==> src/rtl/tick_irq_scheduler_if.sv <==
// Bus between the CPU port registers and tick_irq_scheduler: configuration strobes,
// acknowledge, and the interrupt request/status returned to the MCU.
interface tick_irq_scheduler_if #(
    parameter int N_SRC = 4,
    parameter int CNT_W = 16
);
    localparam int IW = (N_SRC > 1) ? $clog2(N_SRC) : 1;

    logic             cfg_we;
    logic [IW-1:0]    cfg_idx;
    logic [CNT_W-1:0] cfg_period;
    logic             en_we;
    logic [N_SRC-1:0] en_wdata;
    logic             ack;
    logic             ovr_clr;
    logic             ei_req;
    logic [IW-1:0]    irq_id;
    logic [N_SRC-1:0] pending;
    logic [N_SRC-1:0] overrun;

    modport master (
        output cfg_we, cfg_idx, cfg_period, en_we, en_wdata, ack, ovr_clr,
        input  ei_req, irq_id, pending, overrun
    );

    modport slave (
        input  cfg_we, cfg_idx, cfg_period, en_we, en_wdata, ack, ovr_clr,
        output ei_req, irq_id, pending, overrun
    );
endinterface

==> src/rtl/tick_irq_scheduler.sv <==
// N programmable periodic tick sources feeding a fixed-priority (index 0 highest)
// interrupt presenter with ack handshake and a one-clock request gap between sources.
module tick_irq_scheduler #(
    parameter int N_SRC      = 4,
    parameter int CNT_W      = 16,
    parameter int DEF_PERIOD = 6249,
    parameter int EN_RST     = 1
) (
    input  logic                 clk,
    input  logic                 reset_n,
    tick_irq_scheduler_if.slave  bus
);
    localparam int IW = (N_SRC > 1) ? $clog2(N_SRC) : 1;

    typedef enum logic [1:0] {
        S_IDLE,
        S_PRESENT,
        S_GAP
    } state_t;

    logic [CNT_W-1:0] r_cnt    [N_SRC];
    logic [CNT_W-1:0] r_period [N_SRC];
    logic [N_SRC-1:0] r_en;
    logic [N_SRC-1:0] r_pending;
    logic [N_SRC-1:0] r_overrun;
    logic             r_ei_req;
    logic [IW-1:0]    r_irq_id;
    state_t           r_state;

    logic [N_SRC-1:0] w_tick;
    logic [N_SRC-1:0] w_cfg_hit;
    logic [N_SRC-1:0] w_clr;
    logic [IW-1:0]    w_lowest;
    state_t           w_state_nxt;
    logic             w_ei_req_nxt;
    logic [IW-1:0]    w_irq_id_nxt;

    // A period write takes priority over the terminal-count compare for that source.
    always_comb begin
        w_cfg_hit = '0;
        w_tick    = '0;
        for (int unsigned i = 0; i < N_SRC; i++) begin
            w_cfg_hit[i] = bus.cfg_we && (bus.cfg_idx == IW'(i));
            w_tick[i]    = r_en[i] && (r_cnt[i] == r_period[i]) && !w_cfg_hit[i];
        end
    end

    always_ff @(posedge clk or negedge reset_n) begin
        if (!reset_n) begin
            for (int unsigned i = 0; i < N_SRC; i++) begin
                r_cnt[i]    <= '0;
                r_period[i] <= CNT_W'(DEF_PERIOD);
            end
            r_en <= N_SRC'(EN_RST);
        end else begin
            for (int unsigned i = 0; i < N_SRC; i++) begin
                if (w_cfg_hit[i]) begin
                    r_period[i] <= bus.cfg_period;
                    r_cnt[i]    <= '0;
                end else if (!r_en[i] || w_tick[i]) begin
                    r_cnt[i] <= '0;
                end else begin
                    r_cnt[i] <= r_cnt[i] + CNT_W'(1);
                end
            end
            if (bus.en_we) begin
                r_en <= bus.en_wdata;
            end
        end
    end

    // A tick coinciding with the ack of its own source keeps it pending and is not an overrun.
    assign w_clr = (r_state == S_PRESENT && bus.ack) ? (N_SRC'(1) << r_irq_id) : '0;

    always_ff @(posedge clk or negedge reset_n) begin
        if (!reset_n) begin
            r_pending <= '0;
            r_overrun <= '0;
        end else begin
            r_pending <= (r_pending & ~w_clr) | w_tick;
            r_overrun <= (bus.ovr_clr ? '0 : r_overrun) | (w_tick & r_pending & ~w_clr);
        end
    end

    always_comb begin
        w_lowest = '0;
        for (int unsigned k = 0; k < N_SRC; k++) begin
            if (r_pending[N_SRC-1-k]) begin
                w_lowest = IW'(N_SRC - 1 - k);
            end
        end
    end

    always_comb begin
        w_state_nxt  = r_state;
        w_ei_req_nxt = r_ei_req;
        w_irq_id_nxt = r_irq_id;
        case (r_state)
            S_IDLE: begin
                if (|r_pending) begin
                    w_state_nxt  = S_PRESENT;
                    w_ei_req_nxt = 1'b1;
                    w_irq_id_nxt = w_lowest;
                end
            end
            S_PRESENT: begin
                if (bus.ack) begin
                    w_state_nxt  = S_GAP;
                    w_ei_req_nxt = 1'b0;
                end
            end
            S_GAP: begin
                w_state_nxt = S_IDLE;
            end
            default: begin
                w_state_nxt  = S_IDLE;
                w_ei_req_nxt = 1'b0;
            end
        endcase
    end

    always_ff @(posedge clk or negedge reset_n) begin
        if (!reset_n) begin
            r_state  <= S_IDLE;
            r_ei_req <= 1'b0;
            r_irq_id <= '0;
        end else begin
            r_state  <= w_state_nxt;
            r_ei_req <= w_ei_req_nxt;
            r_irq_id <= w_irq_id_nxt;
        end
    end

    assign bus.ei_req  = r_ei_req;
    assign bus.irq_id  = r_irq_id;
    assign bus.pending = r_pending;
    assign bus.overrun = r_overrun;
endmodule

==> src/flat_wrapper.sv <==
// flat-port wrapper written by rule: the top's interface ports become plain ports
module tick_irq_scheduler_flat 
#(
    parameter int N_SRC      = 4,
    parameter int CNT_W      = 16,
    parameter int DEF_PERIOD = 6249,
    parameter int EN_RST     = 1
)
  (clk, reset_n, bus_cfg_we, bus_cfg_idx, bus_cfg_period, bus_en_we, bus_en_wdata, bus_ack, bus_ovr_clr, bus_ei_req, bus_irq_id, bus_pending, bus_overrun);
  tick_irq_scheduler_if #(.N_SRC(N_SRC), .CNT_W(CNT_W)) bus_i ();
  input  logic clk;
  input  logic reset_n;
  input wire logic [$bits(bus_i.cfg_we)-1:0] bus_cfg_we;
  input wire logic [$bits(bus_i.cfg_idx)-1:0] bus_cfg_idx;
  input wire logic [$bits(bus_i.cfg_period)-1:0] bus_cfg_period;
  input wire logic [$bits(bus_i.en_we)-1:0] bus_en_we;
  input wire logic [$bits(bus_i.en_wdata)-1:0] bus_en_wdata;
  input wire logic [$bits(bus_i.ack)-1:0] bus_ack;
  input wire logic [$bits(bus_i.ovr_clr)-1:0] bus_ovr_clr;
  output wire logic [$bits(bus_i.ei_req)-1:0] bus_ei_req;
  output wire logic [$bits(bus_i.irq_id)-1:0] bus_irq_id;
  output wire logic [$bits(bus_i.pending)-1:0] bus_pending;
  output wire logic [$bits(bus_i.overrun)-1:0] bus_overrun;
  assign bus_i.cfg_we = bus_cfg_we;
  assign bus_i.cfg_idx = bus_cfg_idx;
  assign bus_i.cfg_period = bus_cfg_period;
  assign bus_i.en_we = bus_en_we;
  assign bus_i.en_wdata = bus_en_wdata;
  assign bus_i.ack = bus_ack;
  assign bus_i.ovr_clr = bus_ovr_clr;
  assign bus_ei_req = bus_i.ei_req;
  assign bus_irq_id = bus_i.irq_id;
  assign bus_pending = bus_i.pending;
  assign bus_overrun = bus_i.overrun;
  tick_irq_scheduler #(.N_SRC(N_SRC), .CNT_W(CNT_W), .DEF_PERIOD(DEF_PERIOD), .EN_RST(EN_RST)) u_core (.clk(clk), .reset_n(reset_n), .bus(bus_i));
endmodule
==> config.mk <==
export PLATFORM = sky130hd
export DESIGN_NAME = tick_irq_scheduler_flat
export DESIGN_NICKNAME = d
export VERILOG_FILES = /design/src/rtl/tick_irq_scheduler_if.sv /design/src/rtl/tick_irq_scheduler.sv /design/src/flat_wrapper.sv
export SDC_FILE = /design/constraint.sdc
export NUM_CORES = 1
export LEC_CHECK = 0
export BUFFER_PORTS_ARGS = -buffer_cell sky130_fd_sc_hd__buf_2
export CORE_ASPECT_RATIO = 1.25
export CORE_MARGIN = 2
export CORE_UTILIZATION = 61
export CTS_CLUSTER_SIZE = 8
export DETAILED_ROUTE_END_ITERATION = 16
export PLACE_DENSITY = 0.86
export SLEW_MARGIN = 20
export SYNTH_ARGS = -nofsm -noshare
export SYNTH_HDL_FRONTEND = slang
export SYNTH_SLANG_ARGS = --single-unit
==> constraint.sdc <==
create_clock -name clk -period 2.45 [get_ports clk]
set_input_delay 0.735 -clock clk [delete_from_list [all_inputs] [get_ports clk]]
set_output_delay 0.735 -clock clk [all_outputs]
set_load 0.005 [all_outputs]
==> key figures <==
Critical path
  • CP Capture Type: flop
  • FF-to-FF setup slack: 0.49 ns
  • CP startpoint: u_core.r_cnt[18]$_DFF_PN0_
  • CP max-delay cell: dfrtp_1
  • R2r startpoint: u_core.r_cnt[18]$_DFF_PN0_
  • CP Cell Sequence: nand4_1 > or2_2 > or4_1 > a211oi_1
  • Reg-to-Reg End: u_core.r_cnt[31]$_DFF_PN0_
  • CP max FO: 7
  • Critical path class: reg2reg
  • R2R cell count: 4
  • CP startpoint kind: flop
  • Critical path data required time: about 2.8 ns
  • Worst EP arrival: ~2.3 ns
  • Largest stage delay on the critical path: between 0.4 and 0.5 ns

Synthesis
  • Primary FF master, synth: dfrtp_1
  • Post-synthesis instance total: 592
  • Post-synthesis cell type count: 45
  • Fraction of registers with async set/reset: between 90% and 100%
  • Synthesized flop and latch total: 145
  • Synthesis Warnings: 0
  • Area of the mapped netlist: approximately 7000 sq um
  • EDFF count, synth: 0
  • Seq/Total Area, Yosys: between 50% and 60%
  • Post-Synthesis Net Count: 624
  • Syn_area_per_cell: between 10 and 15 sq um

Drt
  • Post-DR wirelength/cell: roughly 21 microns
  • DR vias: around 5000
  • WL final: 16440 microns
  • ANT nets after route: 0
  • First-pass DRT Iterations: 5
  • Iteration-0 DRC Markers: between 200 and 300
  • Vias per cell: approximately 6.3
  • # DRC: 0

Global routing
  • Antenna violations before repair: 0
  • Largest net degree at the start of global routing: 60
  • Vias in the first global route: roughly 5100
  • First-pass GRT wire length: about 26000 microns
  • Total grt overflow: 0
  • Total track usage: ~29%

Timing
  • Slew @ Worst Pin: 0.6449 ns
  • Final setup TNS: 0 ns
  • Rel. slew slack: around 57%
  • Fmax achieved: 510.2 MHz
  • Fin crit share: about 80%
  • Final Setup Violations: 0
  • Clk_skew: 0.006816 ns
  • Final hold viol count: 0
  • Tmin final: between 1.5 and 2 ns
  • RSZ-0062 raised after global routing: false
  • Slew Limit Fails: 0

Cells and area
  • Area growth, synth to finish: 13.64%
  • Inserted Diodes: 0
  • Layout Cells excl Fill: just under 800
  • # nets final: about 670
  • Layout cells sized above 1: between 20 and 30%
  • Most frequent cells in the layout: dfrtp_1 (120), xnor2_1 (83), mux2_2 (68)
  • Most common cell after layout, fill and taps aside: dfrtp_1

Power and ir drop
  • Net Sw Frac: around a quarter
  • Leakage power: roughly 3.1 nW
  • Sw Pwr: around 0.0017 W
  • Logic pwr share: 14.3%
  • VDD IR max: approximately 540 uV
  • Power density over the cells: between 800 and 900 nW/um^2
  • Clock power frac: between 30% and 40%
  • Reg power frac: 47.4%
  • Int Pwr: around 0.0047 W

Die
  • Initial Util: a little over three fifths
  • Die Width: around 100 microns
  • Ports: 39
  • Core box area: 11140 sq um
  • Die H: between 100 and 150 microns
  • Row cnt: 43
  • Area of the die: about 12000 sq um

Place
  • I/O Buffers: 38
  • Placed insts: 756
  • Routability Congestion: 0.8687
  • Hpwl dp: 11000 microns

CTS
  • CTS tree: done
  • Reg clk slew, reported paths: roughly 0.060 ns
  • Post-CTS Setup Inserts: 0
  • Clock root buffer: clkbuf_16
  • CTS buffer count: 17
  • Post-cts hold buffer count: 0
  • Post-CTS sizing: 0
  • H-tree levels: 4
  • CTS Sinks: roughly 150
  • Worst skew pair latency: 0.43 ns
  • Clock buffer depth: 2

Status
  • Outcome: finished clean

Min path
  • Hold WC Path Type: in2async

Flow run
  • Maxcap violations: 0
[cell usage after synthesis (all sizes together), types with 8 or more instances]
cell | count | area share [%]
nor4 | 9 | 1.2
nand3 | 26 | 1.9
inv | 9 | 0.48
mux2 | 68 | 11
xnor2 | 83 | 10
xor2 | 25 | 3.1
nor3 | 56 | 4.0
or3 | 8 | 0.72
buf | 8 | 0.61
a211oi | 14 | 1.6
nand4 | 32 | 3.0
nor2 | 8 | 0.43
o21ai | 9 | 0.65
dfrtp | 120 | 43
clkbuf | 15 | 0.81
nand2 | 19 | 1.0
dfstp | 25 | 9.4
[per-stage QoR]
step	hold slack, ns	total power (W)	utilization, %	instance area, sq um	setup WS, ns
5_1_grt	0.2455	0.006626	71.24	7934	0.3792
2_1_floorplan	0.4394	0.003609	-	6982	0.3988
4_1_cts	0.2239	0.006395	71.24	7934	0.5358
3_3_place_gp	0.4540	0.003882	66.25	7378	0.5820
6_report	0.2135	0.006394	71.24	7934	0.4898
3_5_place_dp	0.4917	0.003950	66.25	7378	0.5102
[flip-flops by register name (all words and copies together) (netlist names)]
register            cells
u_core.r_cnt           64
u_core.r_period        64
u_core.bus.overrun      4
u_core.bus.pending      4
u_core.r_en             4
u_core.bus.irq_id       2
u_core.r_state          2
u_core.bus.ei_req       1
[routing by layer]
metal | global-route usage [%] | up-vias | part of all wire, %
met5 | 0 | - | 0
met4 | 14.73 | 0 | 4.5
met3 | 8.137 | 51 | 5.7
met2 | 47.93 | 198 | 51
met1 | 33.50 | 2505 | 39
li1 | - | 2248 | -
[power groups by stage]
stage	sequential, W	combinational (W)	clock, W
2_1_floorplan	0.00298	0.000632	0
3_3_place_gp	0.00303	0.000853	0
3_5_place_dp	0.00306	0.000892	0
4_1_cts	0.00302	0.000915	0.00246
5_1_grt	0.00306	0.00100	0.00256
6_report	0.00303	0.000912	0.00245
[kinds of logic after synthesis]
group,count (synthesis),synth area share [%]
mux,68,10.97
flops,145,52.42
xor+xnor,108,13.55
simple gates,192,15.88
compound gates,43,4.570
buf+inv,32,1.900
fa+ha+maj,4,0.7169
[critical path: cells and delay by family, from the launching register on]
family / cells / cell delay, ns
AO/OA/AOI/OAI: 1 / 0.26
flip-flops: 1 / 0.49
AND/OR/NAND/NOR: 3 / 1.10
[layout make-up]
class | instances | area [sq um]
flip-flops and latches | 145 | 3660
fillers | 690 | 3203
multi-input cells | 415 | 3189
clock buffers | 27 | 503.0
repair buffers | 52 | 326.6
well taps | 135 | 168.9
clock inverters | 5 | 52.55
inverters | 9 | 33.78
[worst max path at each step]
stage,end,slack (ns),depth (start not counted)
global route,u_core.r_cnt[31]$_DFF_PN0_,0.38,4
CTS,u_core.r_cnt[31]$_DFF_PN0_,0.54,4
global placement,u_core.r_cnt[63]$_DFF_PN0_,0.58,6
detailed placement,u_core.r_cnt[63]$_DFF_PN0_,0.51,6
floorplan,u_core.r_cnt[49]$_DFF_PN0_,0.40,5
finish,u_core.r_cnt[31]$_DFF_PN0_,0.49,4
(Power assumes the default switching activity.)
